## config.mk

```make
export PLATFORM = sky130hd
export DESIGN_NAME = clip_monitor_flat
export DESIGN_NICKNAME = d
export VERILOG_FILES = /design/src/rtl/clip_monitor_if.sv /design/src/rtl/clip_monitor.sv /design/src/flat_wrapper.sv
export SDC_FILE = /design/constraint.sdc
export NUM_CORES = 1
export LEC_CHECK = 0
export BUFFER_PORTS_ARGS = -buffer_cell sky130_fd_sc_hd__buf_2
export CAP_MARGIN = 30
export CORE_MARGIN = 2
export CORE_UTILIZATION = 55
export CTS_CLUSTER_DIAMETER = 120
export DETAILED_ROUTE_END_ITERATION = 10
export GPL_ROUTABILITY_DRIVEN = 0
export GPL_TIMING_DRIVEN = 0
export PLACE_DENSITY = 0.86
export SYNTH_ARGS = -nofsm -noshare
export SYNTH_HDL_FRONTEND = slang
export SYNTH_SLANG_ARGS = --single-unit
```

## constraint.sdc

```tcl
create_clock -name clk -period 2.06 [get_ports clk]
set_input_delay 0.103 -clock clk [delete_from_list [all_inputs] [get_ports clk]]
set_output_delay 0.103 -clock clk [all_outputs]
set_load 0.005 [all_outputs]
```

## src/rtl/clip_monitor_if.sv

```systemverilog
`default_nettype none
// ============================================================================
// Module   : clip_monitor_if
// Brief    : Clip-event input, LED output and read/clear port of clip_monitor.
// Revision : 1.0 - initial release
// ============================================================================
interface clip_monitor_if #(
    parameter int NUM_CHANNELS = 16,
    parameter int CHAN_WIDTH   = 4,
    parameter int COUNT_WIDTH  = 8
) ();
    logic                    in_valid;
    logic [CHAN_WIDTH-1:0]   in_chan;
    logic                    in_overflow;
    logic                    frame_strobe;
    logic [NUM_CHANNELS-1:0] clip_led;
    logic                    rd_req;
    logic [CHAN_WIDTH-1:0]   rd_chan;
    logic                    rd_clear;
    logic                    rd_valid;
    logic [COUNT_WIDTH-1:0]  rd_count;
    logic                    rd_sticky;

    modport master (
        output in_valid, in_chan, in_overflow, frame_strobe,
        output rd_req, rd_chan, rd_clear,
        input  clip_led, rd_valid, rd_count, rd_sticky
    );

    modport slave (
        input  in_valid, in_chan, in_overflow, frame_strobe,
        input  rd_req, rd_chan, rd_clear,
        output clip_led, rd_valid, rd_count, rd_sticky
    );
endinterface
`default_nettype wire

```

## src/rtl/clip_monitor.sv

```systemverilog
`default_nettype none
// ============================================================================
// Module   : clip_monitor
// Brief    : Per-channel sticky clip flag, saturating clip counter and LED hold.
// Revision : 1.0 - initial release
// ============================================================================
module clip_monitor #(
    parameter int NUM_CHANNELS = 16,
    parameter int CHAN_WIDTH   = 4,
    parameter int COUNT_WIDTH  = 8,
    parameter int HOLD_FRAMES  = 4800,
    parameter int HOLD_WIDTH   = 13
) (
    input  wire             clk,
    input  wire             reset_n,
    clip_monitor_if.slave   bus
);

    localparam logic [COUNT_WIDTH-1:0] c_count_max = {COUNT_WIDTH{1'b1}};
    localparam logic [HOLD_WIDTH-1:0]  c_hold_load = HOLD_WIDTH'(HOLD_FRAMES);

    logic [COUNT_WIDTH-1:0]  r_count [NUM_CHANNELS];
    logic [HOLD_WIDTH-1:0]   r_hold  [NUM_CHANNELS];
    logic [NUM_CHANNELS-1:0] r_sticky;

    logic                    r_rd_valid;
    logic [COUNT_WIDTH-1:0]  r_rd_count;
    logic                    r_rd_sticky;

    logic [NUM_CHANNELS-1:0] w_evt;
    logic [NUM_CHANNELS-1:0] w_clr;
    logic [NUM_CHANNELS-1:0] w_led;
    logic [COUNT_WIDTH-1:0]  w_rd_count;
    logic                    w_rd_sticky;

    // Channel decode; indices at or above NUM_CHANNELS match nothing.
    always_comb begin
        w_evt       = '0;
        w_clr       = '0;
        w_led       = '0;
        w_rd_count  = '0;
        w_rd_sticky = 1'b0;
        for (int c = 0; c < NUM_CHANNELS; c++) begin
            w_evt[c] = bus.in_valid && bus.in_overflow && (bus.in_chan == CHAN_WIDTH'(c));
            w_clr[c] = bus.rd_req && bus.rd_clear && (bus.rd_chan == CHAN_WIDTH'(c));
            w_led[c] = (r_hold[c] != '0);
            if (bus.rd_chan == CHAN_WIDTH'(c)) begin
                w_rd_count  = r_count[c];
                w_rd_sticky = r_sticky[c];
            end
        end
    end

    always_ff @(posedge clk or negedge reset_n) begin
        if (!reset_n) begin
            for (int c = 0; c < NUM_CHANNELS; c++) begin
                r_count[c] <= '0;
                r_hold[c]  <= '0;
            end
            r_sticky <= '0;
        end else begin
            for (int c = 0; c < NUM_CHANNELS; c++) begin
                // A clear in the same cycle as an event restarts from that event.
                if (w_clr[c]) begin
                    r_count[c]  <= w_evt[c] ? COUNT_WIDTH'(1) : '0;
                    r_sticky[c] <= w_evt[c];
                end else if (w_evt[c]) begin
                    r_sticky[c] <= 1'b1;
                    if (r_count[c] != c_count_max) begin
                        r_count[c] <= r_count[c] + COUNT_WIDTH'(1);
                    end
                end

                if (w_evt[c]) begin
                    r_hold[c] <= c_hold_load;
                end else if (bus.frame_strobe && (r_hold[c] != '0)) begin
                    r_hold[c] <= r_hold[c] - HOLD_WIDTH'(1);
                end
            end
        end
    end

    // Response carries pre-update state; data holds while idle.
    always_ff @(posedge clk or negedge reset_n) begin
        if (!reset_n) begin
            r_rd_valid  <= 1'b0;
            r_rd_count  <= '0;
            r_rd_sticky <= 1'b0;
        end else begin
            r_rd_valid <= bus.rd_req;
            if (bus.rd_req) begin
                r_rd_count  <= w_rd_count;
                r_rd_sticky <= w_rd_sticky;
            end
        end
    end

    assign bus.clip_led  = w_led;
    assign bus.rd_valid  = r_rd_valid;
    assign bus.rd_count  = r_rd_count;
    assign bus.rd_sticky = r_rd_sticky;

endmodule
`default_nettype wire

```

## src/flat_wrapper.sv

```systemverilog
// flat-port wrapper written by rule: the top's interface ports become plain ports
module clip_monitor_flat 
#(
    parameter int NUM_CHANNELS = 16,
    parameter int CHAN_WIDTH   = 4,
    parameter int COUNT_WIDTH  = 8,
    parameter int HOLD_FRAMES  = 4800,
    parameter int HOLD_WIDTH   = 13
)
  (clk, reset_n, bus_in_valid, bus_in_chan, bus_in_overflow, bus_frame_strobe, bus_rd_req, bus_rd_chan, bus_rd_clear, bus_clip_led, bus_rd_valid, bus_rd_count, bus_rd_sticky);
  clip_monitor_if #(.NUM_CHANNELS(NUM_CHANNELS), .CHAN_WIDTH(CHAN_WIDTH), .COUNT_WIDTH(COUNT_WIDTH)) bus_i ();
  input  wire clk;
  input  wire reset_n;
  input wire logic [$bits(bus_i.in_valid)-1:0] bus_in_valid;
  input wire logic [$bits(bus_i.in_chan)-1:0] bus_in_chan;
  input wire logic [$bits(bus_i.in_overflow)-1:0] bus_in_overflow;
  input wire logic [$bits(bus_i.frame_strobe)-1:0] bus_frame_strobe;
  input wire logic [$bits(bus_i.rd_req)-1:0] bus_rd_req;
  input wire logic [$bits(bus_i.rd_chan)-1:0] bus_rd_chan;
  input wire logic [$bits(bus_i.rd_clear)-1:0] bus_rd_clear;
  output wire logic [$bits(bus_i.clip_led)-1:0] bus_clip_led;
  output wire logic [$bits(bus_i.rd_valid)-1:0] bus_rd_valid;
  output wire logic [$bits(bus_i.rd_count)-1:0] bus_rd_count;
  output wire logic [$bits(bus_i.rd_sticky)-1:0] bus_rd_sticky;
  assign bus_i.in_valid = bus_in_valid;
  assign bus_i.in_chan = bus_in_chan;
  assign bus_i.in_overflow = bus_in_overflow;
  assign bus_i.frame_strobe = bus_frame_strobe;
  assign bus_i.rd_req = bus_rd_req;
  assign bus_i.rd_chan = bus_rd_chan;
  assign bus_i.rd_clear = bus_rd_clear;
  assign bus_clip_led = bus_i.clip_led;
  assign bus_rd_valid = bus_i.rd_valid;
  assign bus_rd_count = bus_i.rd_count;
  assign bus_rd_sticky = bus_i.rd_sticky;
  clip_monitor #(.NUM_CHANNELS(NUM_CHANNELS), .CHAN_WIDTH(CHAN_WIDTH), .COUNT_WIDTH(COUNT_WIDTH), .HOLD_FRAMES(HOLD_FRAMES), .HOLD_WIDTH(HOLD_WIDTH)) u_core (.clk(clk), .reset_n(reset_n), .bus(bus_i));
endmodule
```

* Yosys cells after proc, flatten, opt, wreduce, memory -nomap -nowiden
Cells that the tools add are included.
** Word-level totals
- Output and inout bits :: 26
- Word-level logic and storage cells :: 421
- Flip-flop bits (word level) :: 362
- Bits of input ports :: 15
** Operators by class
- Eq/ne operators :: 46
- Mux-type cells :: 160
- Reductions and logical operators :: 132
- $add $sub $neg :: 32
** Operators by type and width (count)
- 8-bit 2-to-1 mux :: 64
- 13-bit 2-to-1 mux :: 32
- 13-bit nonzero test :: 16
- 13-bit by 1-bit subtractor with 13-bit output (second input constant) :: 16
- 8-bit by 1-bit adder with 8-bit output (second input constant) :: 16
- 8-bit inequality test (second input constant) :: 16
- 2-bit nonzero test :: 48
- 4-bit == test (second input constant) :: 16
- 1-bit 2-to-1 mux :: 64
- 1-bit logical AND :: 50
- 4-bit by 3-bit == test with 1-bit output (second input constant) :: 8
- 2-bit AND reduction :: 16
- 4-bit by 2-bit == test with 1-bit output (second input constant) :: 4
- 4-bit by 1-bit == test with 1-bit output (second input constant) :: 2
- 4-bit logical NOT :: 2

* Longest topological paths before layout
Gate-level depths: netlist of run 1.
- Depth after elaboration :: 17
- Mapped depth :: 9
- Gate-level depth less buffers :: 8

* Least setup slack after synthesis of run 1
Ideal clock, no wire load.
- Path kind :: reg2reg
- From :: register u_core.r_hold[0] (netlist bit)
- To :: register u_core.r_hold[9] (netlist bit)
- Data required time :: 1935 ps
- Slack :: -130 ps
- Data arrival time :: 2065 ps
- Library setup time :: 125 ps
- Period minus slack after synthesis :: 2190 ps
- Path buffers :: 0
- Stages on the path, launching flop included :: 8
- Path through :: dfrtp_1 inv_1 ha_1 or3b_2 o41ai_4 nor3_1 a211oi_1 nor2b_1
** Between the ends
- Word-level cells in the longest chain between the ends :: 3
- Elaborated cells between the ends (all ways) :: 6
- Classes of those cells :: add/sub (1); mux (2); reduce/logical (3)
** Ends and longest elaborated chain
- from (decl) :: line clip_monitor.sv:23 : logic [HOLD_WIDTH-1:0] r_hold [NUM_CHANNELS];
- from (signal, indexed assignment) :: line clip_monitor.sv:75 : r_hold[c] <= c_hold_load;
- from (signal, indexed assignment) :: line clip_monitor.sv:77 : r_hold[c] <= r_hold[c] - HOLD_WIDTH'(1);
- 13-bit by 1-bit subtractor with 13-bit output or 13-bit nonzero test (tied branches) :: line clip_monitor.sv:77, clip_monitor.sv:76
- 13-bit 2-to-1 mux or 1-bit logical AND (tied branches) :: line clip_monitor.sv:76 : end else if (bus.frame_strobe && (r_hold[c] != '0)) begin
- 13-bit 2-to-1 mux or 2-bit nonzero test (tied branches)
Parallel ways exist; a longest one is shown, timed or not. The select of a mux whose other input is x is not followed.
A chain may end at the register's enable or synchronous reset.

* Worst setup path after layout of run 1
- From :: register u_core.r_hold[88] (netlist bit)
- To :: output port bus_clip_led[9]
** Between the ends
- Word-level cells in the longest chain between the ends :: 1
** Ends and longest elaborated chain
- 13-bit nonzero test :: line clip_monitor.sv:46 : w_led[c] = (r_hold[c] != '0);
- to (decl) :: line flat_wrapper.sv:21 : output wire logic [$bits(bus_i.clip_led)-1:0] bus_clip_led;
Every way passes these cells.

==> flow_summary.toml, run 1 <==
[run_status]
status = "complete, but fails checks"
violations = "negative setup slack"

[critical_path]
worst_setup_path_start_kind = "flop"
worstRegToRegCells = 8
critPathKind = "reg2out"
critical_path_peak_fanout = 2
cp.arrival_ns = 2.48
worstReg2RegEnd = "u_core.r_hold[88]"
r2r-start = "u_core.r_hold[88]"
crit_required_ns = 1.96
reg2reg_slack_ns = -0.34
cp-startpoint = "u_core.r_hold[88]"
crit_path_end = "bus_clip_led[9]"
endpoint_kind = "primary output"

[place]
pre_cts_ws_ns = -1.057
dp_hpwl_um = 36790
placed_cells = 2694
portBuffers = 37

[global_routing]
grt_pass1_wl_um = 88610
antenna_found_initial = 5
grt_pass1_vias = 17562
gr-total-overflow = 0
track_usage = 0.2852
grt_max_degree = 126

[cts]
cts_buffer_depth = 3
tritoncts = "yes"
cts_sinks = 362
cts-root-buf = "clkbuf_16"
cts.htree.levels = 2
clkSlewWorstSetupHoldPaths_ns = 0.06
insertion_delay_ns = 0.55
numCtsBuffers = 39

[power]
powerDensity_nw_per_um2 = 1163
power_frac_comb = 0.301
leakage_nw = 9.741
switchingPower_mw = 9.843
peakVddDrop_v = 0.0008574
intPower_mw = 17.56
power_mw = 27.40
switching_share = 0.3592
pwr-share-clk = 0.265
seq_power_share = 0.434

[synth]
yosysMostFrequentCell = "dfrtp_1"
synthSimpleGateAreaFrac = 0.2577
synth_nets = 2236
synth_mux_area_frac = 0.03114
synth_common_cells = "dfrtp_1 (362), nor2_1 (349), nand2_1 (203)"
synth_edf_count = 0
syn_inst = 2189
synth.area.top_cells = "dfrtp_1 (46%), nor2_1 (6.6%), xnor2_1 (5.8%), nand2_1 (3.8%), xor2_1 (3.3%)"
synth_area_per_cell_um2 = 9.085
yosysTopAreaCell = "dfrtp_1"
ys_warn_count = 0
synthFlopType = "dfrtp_1"
synth-xor-area-share = 0.09160
synth-adder-area-share = 0.02013
ys_ff_latch = 362
syn_area_um2 = 19890
synth_top_family_by_area = "simple AND/OR/NAND/NOR gates"
synth_seq_area_share = 0.4555
yosysTopAreaCellShare = 0.4555
synth_async_sr_flop_share = 1.000
ys_types = 70
synth-compound-area-share = 0.1166

[cells_and_area]
utilization = 0.6623
drive_gt1_frac = 0.1489
fin_cells = 2843
final_nets = 2397
syn_to_final_growth_pct = 18.46

[timing]
worstMarginPinSlew_ns = 1.030
fin_crit_ns = 2.588
slew_headroom = 0.3081
max_clock_freq_mhz = 386.4
fin_crit_sh = 1.256
rsz0062_at_grt = "true"
setup_viol = 23
hold_viol = 0
fin_ws_ns = -0.5278
skew_ns = 0.01389
final_max_slew_viol_count = 0

[floorplanning]
initial_core_util = 0.5591
dieHeight_um = 194.2
row_count = 69
coreArea_um2 = 35570
die-area_um2 = 37700
chipWidth_um = 194.2
ios = 41

[drt]
drc = 0
firstDrtPassIters = 7
avgRoutedWirePerCell_um = 19.79
wl_um = 56250
drt_iter0_drc = 2021
avgViaCountPerCell = 6.369
via_count = 18106
drtAntennaViolNets = 0

[worst_hold_path]
min_path_type = "in2async"

[flow_run]
drv_cap = 0
[placed cells by master, fill, tap and decap left out, types with 9 or more instances in the layout]
cell       count
xor2_1        75
nand3_1       91
o2111ai_1      9
and2_1         9
clkbuf_8      12
or3_1         43
nor4b_1       10
or3_4         13
a211oi_1      18
a21oi_1       88
inv_1         65
nand2b_1      15
buf_4         77
mux2i_1       36
or4_4         12
buf_2         42
nor3b_1       10
dfrtp_1      361
xnor2_1      130
o21ai_0       99
nor2b_1       14
nor4_4        14
or2_2         11
nand2_1      201
o31ai_1       17
nor3_1        70
ha_1          29
o211ai_1      22
clkbuf_1      50
o22ai_1       22
nand4_1       34
nor2_1       347
mux2_2        11
and3_1        17
nor4_1        35
clkbuf_16     41
[layer usage]
metal  GRT usage  up-vias  part of all wire
met5           0        -           0.00030
met4      0.1322        2             0.046
met3     0.05270      210             0.083
met2      0.4699      866              0.48
met1      0.3663     8890              0.39
li1            -     8138                 -
[cells by family after synthesis]
family                   after synthesis
AO/OA/AOI/OAI                        363
multiplexers                          53
XOR/XNOR                             208
flip-flops                           362
adder cells (fa/ha/maj)               32
AND/OR/NAND/NOR                     1033
buffers and inverters                138
[power by group through the flow]
| stage | sequential (mW) | combinational (mW) | clock, mW |
|---|---|---|---|
| 2_1_floorplan | 11.0 | 5.08 | 0 |
| 3_3_place_gp | 11.4 | 5.95 | 0 |
| 3_5_place_dp | 11.5 | 6.43 | 0 |
| 4_1_cts | 11.6 | 7.21 | 7.30 |
| 5_1_grt | 12.2 | 9.14 | 7.60 |
| 6_report | 11.9 | 8.26 | 7.25 |
[layout make-up]
class | instances | area (um^2)
Buffer | 60 | 254.0
Antenna cell | 5 | 12.51
Tap cell | 461 | 576.8
Fill cell | 2592 | 12010
Timing Repair Buffer | 127 | 1003
Clock buffer | 61 | 1221
Inverter | 69 | 259.0
Clock inverter | 7 | 95.09
Multi-Input combinational cell | 1691 | 11080
Sequential cell | 362 | 9060
[worst max-delay path, stage by stage (launching register included)]
cell     delay, ns
dfrtp_1       0.39
or4_4         0.55
or4_4         0.54
buf_6         0.14
or2_4         0.22
buf_6         0.11
[what timing repair did]
item                                   CTS  global route
buffers inserted                        36            44
pin swaps                               35            56
endpoints found under the hold margin   92             0
hold buffers                             2             0
cloned                                   2             0
setup endpoints to repair              136           100
gates resized for setup                 83            69
[worst min-delay path by stage]
stage          cells after the start         start  slack, ns                      to
2_1_floorplan                      0       reset_n      -0.19  u_core.bus.rd_count[0]
3_3_place_gp                       1    bus_rd_req       0.23     u_core.bus.rd_valid
3_5_place_dp                       1       reset_n       0.17       u_core.r_hold[75]
4_1_cts                            4  bus_rd_clear       0.12      u_core.r_sticky[4]
5_1_grt                            4  bus_rd_clear       0.16      u_core.r_sticky[4]
6_report                           2       reset_n       0.15       u_core.r_hold[81]
[flip-flops by register name, indices dropped and copies added (netlist names)]
| signal | flops |
|---|---|
| u_core.bus.rd_count | 8 |
| u_core.bus.rd_valid | 1 |
| u_core.bus.rd_sticky | 1 |
| u_core.r_count | 128 |
| u_core.r_hold | 208 |
| u_core.r_sticky | 16 |
[metrics by stage]
stage	cell area, um^2	hold WS (ns)	setup TNS, ns
CTS	22830	0.1229	-3.176
finish	23560	0.1497	-4.737
floorplan	19890	-0.1926	-0.1418
global placement	20650	0.2269	-2196.19
detailed placement	20810	0.1712	-53.54
global route	23560	0.1567	-6.946
Note: power is estimated with default switching activity, not from simulation.
==> run 2, diff against run 1 <==
--- a/config.mk
+++ b/config.mk
@@ -13,6 +13,7 @@
 export DETAILED_ROUTE_END_ITERATION = 10
 export GPL_ROUTABILITY_DRIVEN = 0
 export GPL_TIMING_DRIVEN = 0
+export HOLD_SLACK_MARGIN = 0.08
 export PLACE_DENSITY = 0.86
 export SYNTH_ARGS = -nofsm -noshare
 export SYNTH_HDL_FRONTEND = slang
==> constraint.sdc (replaced) <==
create_clock -name clk -period 2.06 [get_ports clk]
set_input_delay 0.412 -clock clk [delete_from_list [all_inputs] [get_ports clk]]
set_output_delay 0.412 -clock clk [all_outputs]
set_load 0.005 [all_outputs]
==> run 2 against run 1 <==
The run still ends with negative setup slack left. Flip-flop and latch count did not move. Power rose by 3.4%. Core utilization rose by 1.4 points. Via count rose by 3.4%. Non-clock buffer count rose by 38. Cell count rose by 1.2%. Register-to-register slack got worse by 0.09 ns. Global-route usage rose by 0.97 points. Clock skew barely moved. Clock-buffer cell count fell by 6. First-iteration DRC count rose by 2.0%. Largest cell class unchanged. Clock power rose by 2%.
==> flow_summary.toml, run 2 (synthesis results as in run 1) <==
[place]
place_area_um2 = 20820
pre_cts_ws_ns = -1.412
dp_hpwl_um = 36970
portBuffers = 37
placed_cells = 2694

[cells_and_area]
largest-register = "u_core.r_hold"
top_regs = "u_core.r_hold x208, u_core.r_count x128, u_core.r_sticky x16"
largest_reg_flops = 208
final_nets = 2437
drive_gt1_frac = 0.1770
finalInstanceArea_um2 = 24060
syn_to_final_growth_pct = 20.98
layout_common_cells = "dfrtp_1 (356), nor2_1 (344), nand2_1 (202), xnor2_1 (131), buf_4 (109)"
fin_cells = 2878
final_common_cell = "dfrtp_1"

[critical_path]
endpoint_kind = "primary output"
worstRegToRegCells = 9
worst_setup_path_start_kind = "flop"
worstReg2RegEnd = "u_core.r_hold[82]"
r2r-start = "u_core.r_hold[87]"
cp-startpoint = "u_core.r_hold[87]"
crit_path_end = "bus_clip_led[9]"
cp.arrival_ns = 2.46
critical_path_peak_fanout = 3
critPathKind = "reg2out"
reg2reg_slack_ns = -0.43
crit_required_ns = 1.65

[power]
powerDensity_nw_per_um2 = 1178
leakage_nw = 9.984
peakVddDrop_v = 0.0009870

[drt]
avgViaCountPerCell = 6.502
drc = 0
drt_iter0_drc = 2061
drtAntennaViolNets = 0
avgRoutedWirePerCell_um = 20.41
via_count = 18713
firstDrtPassIters = 7
wl_um = 58750

[floorplanning]
ios = 41
row_count = 69
dieHeight_um = 194.2
die-area_um2 = 37700
initial_core_util = 0.5591
coreArea_um2 = 35570
chipWidth_um = 194.2

[run_status]
violations = "negative setup slack"
status = "complete, but fails checks"

[timing]
fin_ws_ns = -0.8145
setup_tns_ns = -8.995
rsz0062_at_grt = "true"
worstMarginPinSlew_ns = 0.8682
fin_crit_ns = 2.874
setup_viol = 49
hold_viol = 0
slew_headroom = 0.4191
fin_crit_sh = 1.395
max_clock_freq_mhz = 347.9
holdWs_ns = 0.4334
final_max_slew_viol_count = 0
skew_ns = 0.01419

[cts]
clkSlewWorstSetupHoldPaths_ns = 0.05
cts_buffer_depth = 3
cts.htree.levels = 2
insertion_delay_ns = 0.54
cts_sinks = 362
numCtsBuffers = 41
cts-root-buf = "clkbuf_16"
tritoncts = "yes"

[flow_run]
drv_cap = 0

[global_routing]
grt_pass1_vias = 18294
grt_pass1_wl_um = 91630
antenna_found_initial = 8
grt_max_degree = 111
gr-total-overflow = 0
track_usage = 0.2949

[worst_hold_path]
min_path_type = "in2async"
==> run 2: changes by cell type in the layout (fill, tap and decap cells not counted), moves of 6 or more <==
| cell | before | now |
|---|---|---|
| buf_4 | 77 | 109 |
| clkbuf_1 | 50 | 42 |
| clkbuf_2 | 2 | 10 |
| clkbuf_8 | 12 | 5 |
| buf_6 | 7 | 13 |
==> run 2: metal layers <==
layer / global-route usage / up-vias / share of wire / wire length [um]
met2: 0.4782 / 1075 / 0.47 / 27600
met1: 0.3701 / 9126 / 0.37 / 21760
met5: 0 / - / 0.00073 / 43
met4: 0.1616 / 6 / 0.063 / 3719
met3: 0.06227 / 293 / 0.096 / 5623
li1: - / 8213 / - / -
==> run 2: timing repair <==
action,in CTS,in global routing
endpoints found under the setup margin,146,137
gates resized for setup,124,87
hold buffers,2,0
pin swaps,63,49
gates cloned,3,0
buffers inserted,86,37
endpoints found under the hold margin,73,0
==> run 2: worst max-delay path: stages (launching register included) <==
cell and delay, ns:
dfrtp_1 0.40, or4_4 0.52, or4_4 0.55, buf_8 0.14
or2_4 0.22, buf_6 0.12
==> run 2: cell type report <==
cell class / count / area [um^2]
repair buffers: 168 / 1353
plain buffers: 57 / 251.5
flip-flops and latches: 362 / 9066
clock buffers: 55 / 1129
diodes: 4 / 10.01
inverters: 69 / 259.0
multi-input cells: 1691 / 11220
clock inverters: 11 / 197.7
fillers: 2487 / 11510
well taps: 461 / 576.8
==> run 2: how the worst min path moves through the flow <==
stage / startpoint / end / cells past startpoint
global placement: u_core.r_sticky[3] / u_core.r_sticky[3] / 1
floorplan: reset_n / u_core.bus.rd_count[0] / 0
CTS: bus_rd_clear / u_core.r_sticky[4] / 4
global route: bus_rd_clear / u_core.r_sticky[4] / 4
finish: reset_n / u_core.r_hold[77] / 2
detailed placement: reset_n / u_core.r_hold[74] / 1
==> run 2: power breakdown <==
group / switching (mW) / total (mW) / leakage [nW] / internal [mW]
clock: 2.93 / 7.38 / 0.645 / 4.45
sequential: 2.66 / 12.0 / 4.59 / 9.31
combinational: 4.65 / 8.99 / 4.75 / 4.35
==> run 2: per-stage QoR <==
stage,power (mW),utilization
floorplan,16.08,-
detailed placement,17.96,0.5852
finish,28.34,0.6764
CTS,26.97,0.6584
global placement,17.32,0.5809
global route,29.86,0.6764
==> run 3, diff against run 2 <==
--- a/config.mk
+++ b/config.mk
@@ -5,6 +5,7 @@
 export SDC_FILE = /design/constraint.sdc
 export NUM_CORES = 1
 export LEC_CHECK = 0
+export ABC_AREA = 1
 export BUFFER_PORTS_ARGS = -buffer_cell sky130_fd_sc_hd__buf_2
 export CAP_MARGIN = 30
 export CORE_MARGIN = 2
==> run 3 against run 2 <==
The flow still finishes with violations (negative setup slack). Hold slack worse by 0.28 ns. Cell area is 1.3% lower. Fmax is 26% higher. Largest power group unchanged.
==> flow_summary.toml, run 3 <==
[timing]
final_max_slew_viol_count = 0
max_clock_freq_mhz = 439.7
holdWs_ns = 0.1524
fin_crit_sh = 1.104
skew_ns = 0.02888
setup_viol = 12
hold_viol = 0
fin_ws_ns = -0.2140
slew_headroom = 0.5867
fin_crit_ns = 2.274
rsz0062_at_grt = "true"
worstMarginPinSlew_ns = 0.6193

[run_status]
violations = "negative setup slack"
status = "complete, but fails checks"

[critical_path]
critical_path_cell_count = 4
worst_setup_path_start_kind = "flop"
r2r-start = "u_core.r_hold[119]"
critPathKind = "reg2out"
slowest_stage = "or4_4"
cp.buffers_inverters = 2
crit_required_ns = 1.65
critical_path_peak_fanout = 4
critPathMaxStageDelay_ns = 0.53
cp-startpoint = "u_core.r_hold[17]"
cp.arrival_ns = 1.86
cpLargestDelayFamily = "simple AND/OR/NAND/NOR gates"
cp_cell_sequence = "nor2_1, inv_1, or4_4, buf_6"
worstRegToRegCells = 13
endpoint_kind = "primary output"

[cts]
cts_sinks = 362
clkSlewWorstSetupHoldPaths_ns = 0.06
insertion_delay_ns = 0.54
numCtsBuffers = 38
cts.htree.levels = 2
cts-root-buf = "clkbuf_16"
tritoncts = "yes"
cts_buffer_depth = 3

[cells_and_area]
drive_gt1_frac = 0.2131
utilization = 0.6693
num-fill-cells = 2487
largest_reg_flops = 208
syn_to_final_growth_pct = 20.10
final_nets = 2823
ff_latch_area_um2 = 9060
final_common_cell = "nand2_1"
largest-register = "u_core.r_hold"
layout_common_cells = "nand2_1 (443), dfrtp_1 (361), inv_1 (323), nor2_1 (235), a21oi_1 (215)"
top_regs = "u_core.r_hold x208, u_core.r_count x128, u_core.r_sticky x16"
multi_input_area_um2 = 9956

[global_routing]
gr-total-overflow = 0
track_usage = 0.2593
antenna_found_initial = 0
grt_pass1_wl_um = 82570
grt_pass1_vias = 17888
grt_max_degree = 123

[drt]
firstDrtPassIters = 7
drt_iter0_drc = 1893
wl_um = 52960
via_count = 18974
avgRoutedWirePerCell_um = 16.23
drc = 0
drtAntennaViolNets = 0
avgViaCountPerCell = 5.815

[floorplanning]
chipWidth_um = 193.6
row_count = 69
dieHeight_um = 193.6
initial_core_util = 0.5573
ios = 41
die-area_um2 = 37490
coreArea_um2 = 35480

[synth]
synth.area.top_cells = "dfrtp_1 (46%), nand2_1 (9.1%), inv_1 (6.7%), nor2_1 (5.7%), o21ai_0 (5.6%)"
ys_warn_count = 0
synth_seq_area_share = 0.4581
syn_area_um2 = 19780
ys_ff_latch = 362
ys_types = 59
synth_area_per_cell_um2 = 7.743
syn_inst = 2554
yosysTopAreaCellShare = 0.4581
synthFlopType = "dfrtp_1"
synth_async_sr_flop_share = 1.000
synth_nets = 2601
yosysMostFrequentCell = "nand2_1"
synth_edf_count = 0
synth_common_cells = "nand2_1 (480), dfrtp_1 (362), inv_1 (354)"
yosysTopAreaCell = "dfrtp_1"

[power]
powerDensity_nw_per_um2 = 1142
peakVddDrop_v = 0.0007242
leakage_nw = 11.21
power_mw = 27.12

[worst_hold_path]
min_path_type = "in2reg"
min_from = "bus_rd_req"
hold_depth = 3

[place]
portBuffers = 40
dp_hpwl_um = 33030
pre_cts_ws_ns = -0.2752

[flow_run]
drv_cap = 0
[run 3: cell types whose count changed in the layout (fill, tap and decap cells not counted), sizes merged, moves of 27 or more]
| cell | delta |
|---|---|
| mux2i | -36 |
| xor2 | -69 |
| clkbuf | -32 |
| o21ai | +126 |
| a21oi | +130 |
| nand3 | +59 |
| nand2 | +306 |
| xnor2 | -127 |
| or3 | -56 |
| inv | +326 |
| nor4 | -40 |
| nand4 | +27 |
[run 3: tightest hold or removal path: stages]
cell and delay, ns:
buf_2 0.12, nand2_1 0.06, nand2_1 0.05
[run 3: report_power, final]
group          leakage, nW  internal [mW]  total, mW  switching [mW]
Combinational         6.27           3.52       8.54            5.01
Clock                0.586           3.81       6.62            2.81
Sequential            4.36           9.56       12.0            2.40
[run 3: worst paths after layout]
kind | to | slack [ns]
max | bus_clip_led[14] | -0.21
min | u_core.bus.rd_count[6] | 0.15
max reg2reg | u_core.r_hold[125] | -0.04
min reg2reg | u_core.r_hold[115] | 0.48
max in group asynchronous | u_core.bus.rd_count[4] | 0.40
min in group asynchronous | u_core.r_hold[183] | 0.27
[run 3: logic make-up after synthesis]
| group | after synthesis | share of synthesized area |
|---|---|---|
| flops | 362 | 0.4581 |
| compound gates | 529 | 0.1488 |
| simple gates | 1204 | 0.2869 |
| fa+ha+maj | 32 | 0.02025 |
| xor+xnor | 12 | 0.005315 |
| buf+inv | 415 | 0.08067 |
[run 3: metal layers]
| metal | GRT usage | up-vias | part of all wire |
|---|---|---|---|
| li1 | - | 8883 | - |
| met1 | 0.3298 | 9044 | 0.39 |
| met2 | 0.4439 | 841 | 0.49 |
| met3 | 0.03357 | 206 | 0.066 |
| met4 | 0.1165 | 0 | 0.047 |
| met5 | 0 | - | 0 |
[run 3: through the flow]
step / setup TNS, ns / instances / cell area [um^2]
detailed placement: -4.741 / 3059 / 20660
floorplan: 0 / 2554 / 19780
finish: -0.7679 / 3263 / 23750
global placement: -2274.99 / 3055 / 20550
CTS: -0.4839 / 3184 / 22530
global route: -3.437 / 3262 / 23750
[run 3: cell type report]
type                            count  share of cell area
Multi-Input combinational cell   1777              0.4192
Sequential cell                   362              0.3815
Inverter                          399             0.06385
Timing Repair Buffer              182             0.05821
Clock buffer                       55             0.04615
Tap cell                          461             0.02429
Buffer                             16            0.003424
Clock inverter                     10            0.003319
Antenna cell                        1           0.0001054
[run 3: timing repair]
item | 4_1_cts | 5_1_grt
pin swaps | 40 | 67
endpoints found under the hold margin | 35 | 0
hold buffers | 2 | 0
resized for setup | 77 | 180
setup endpoints to repair | 25 | 99
buffers inserted | 58 | 79
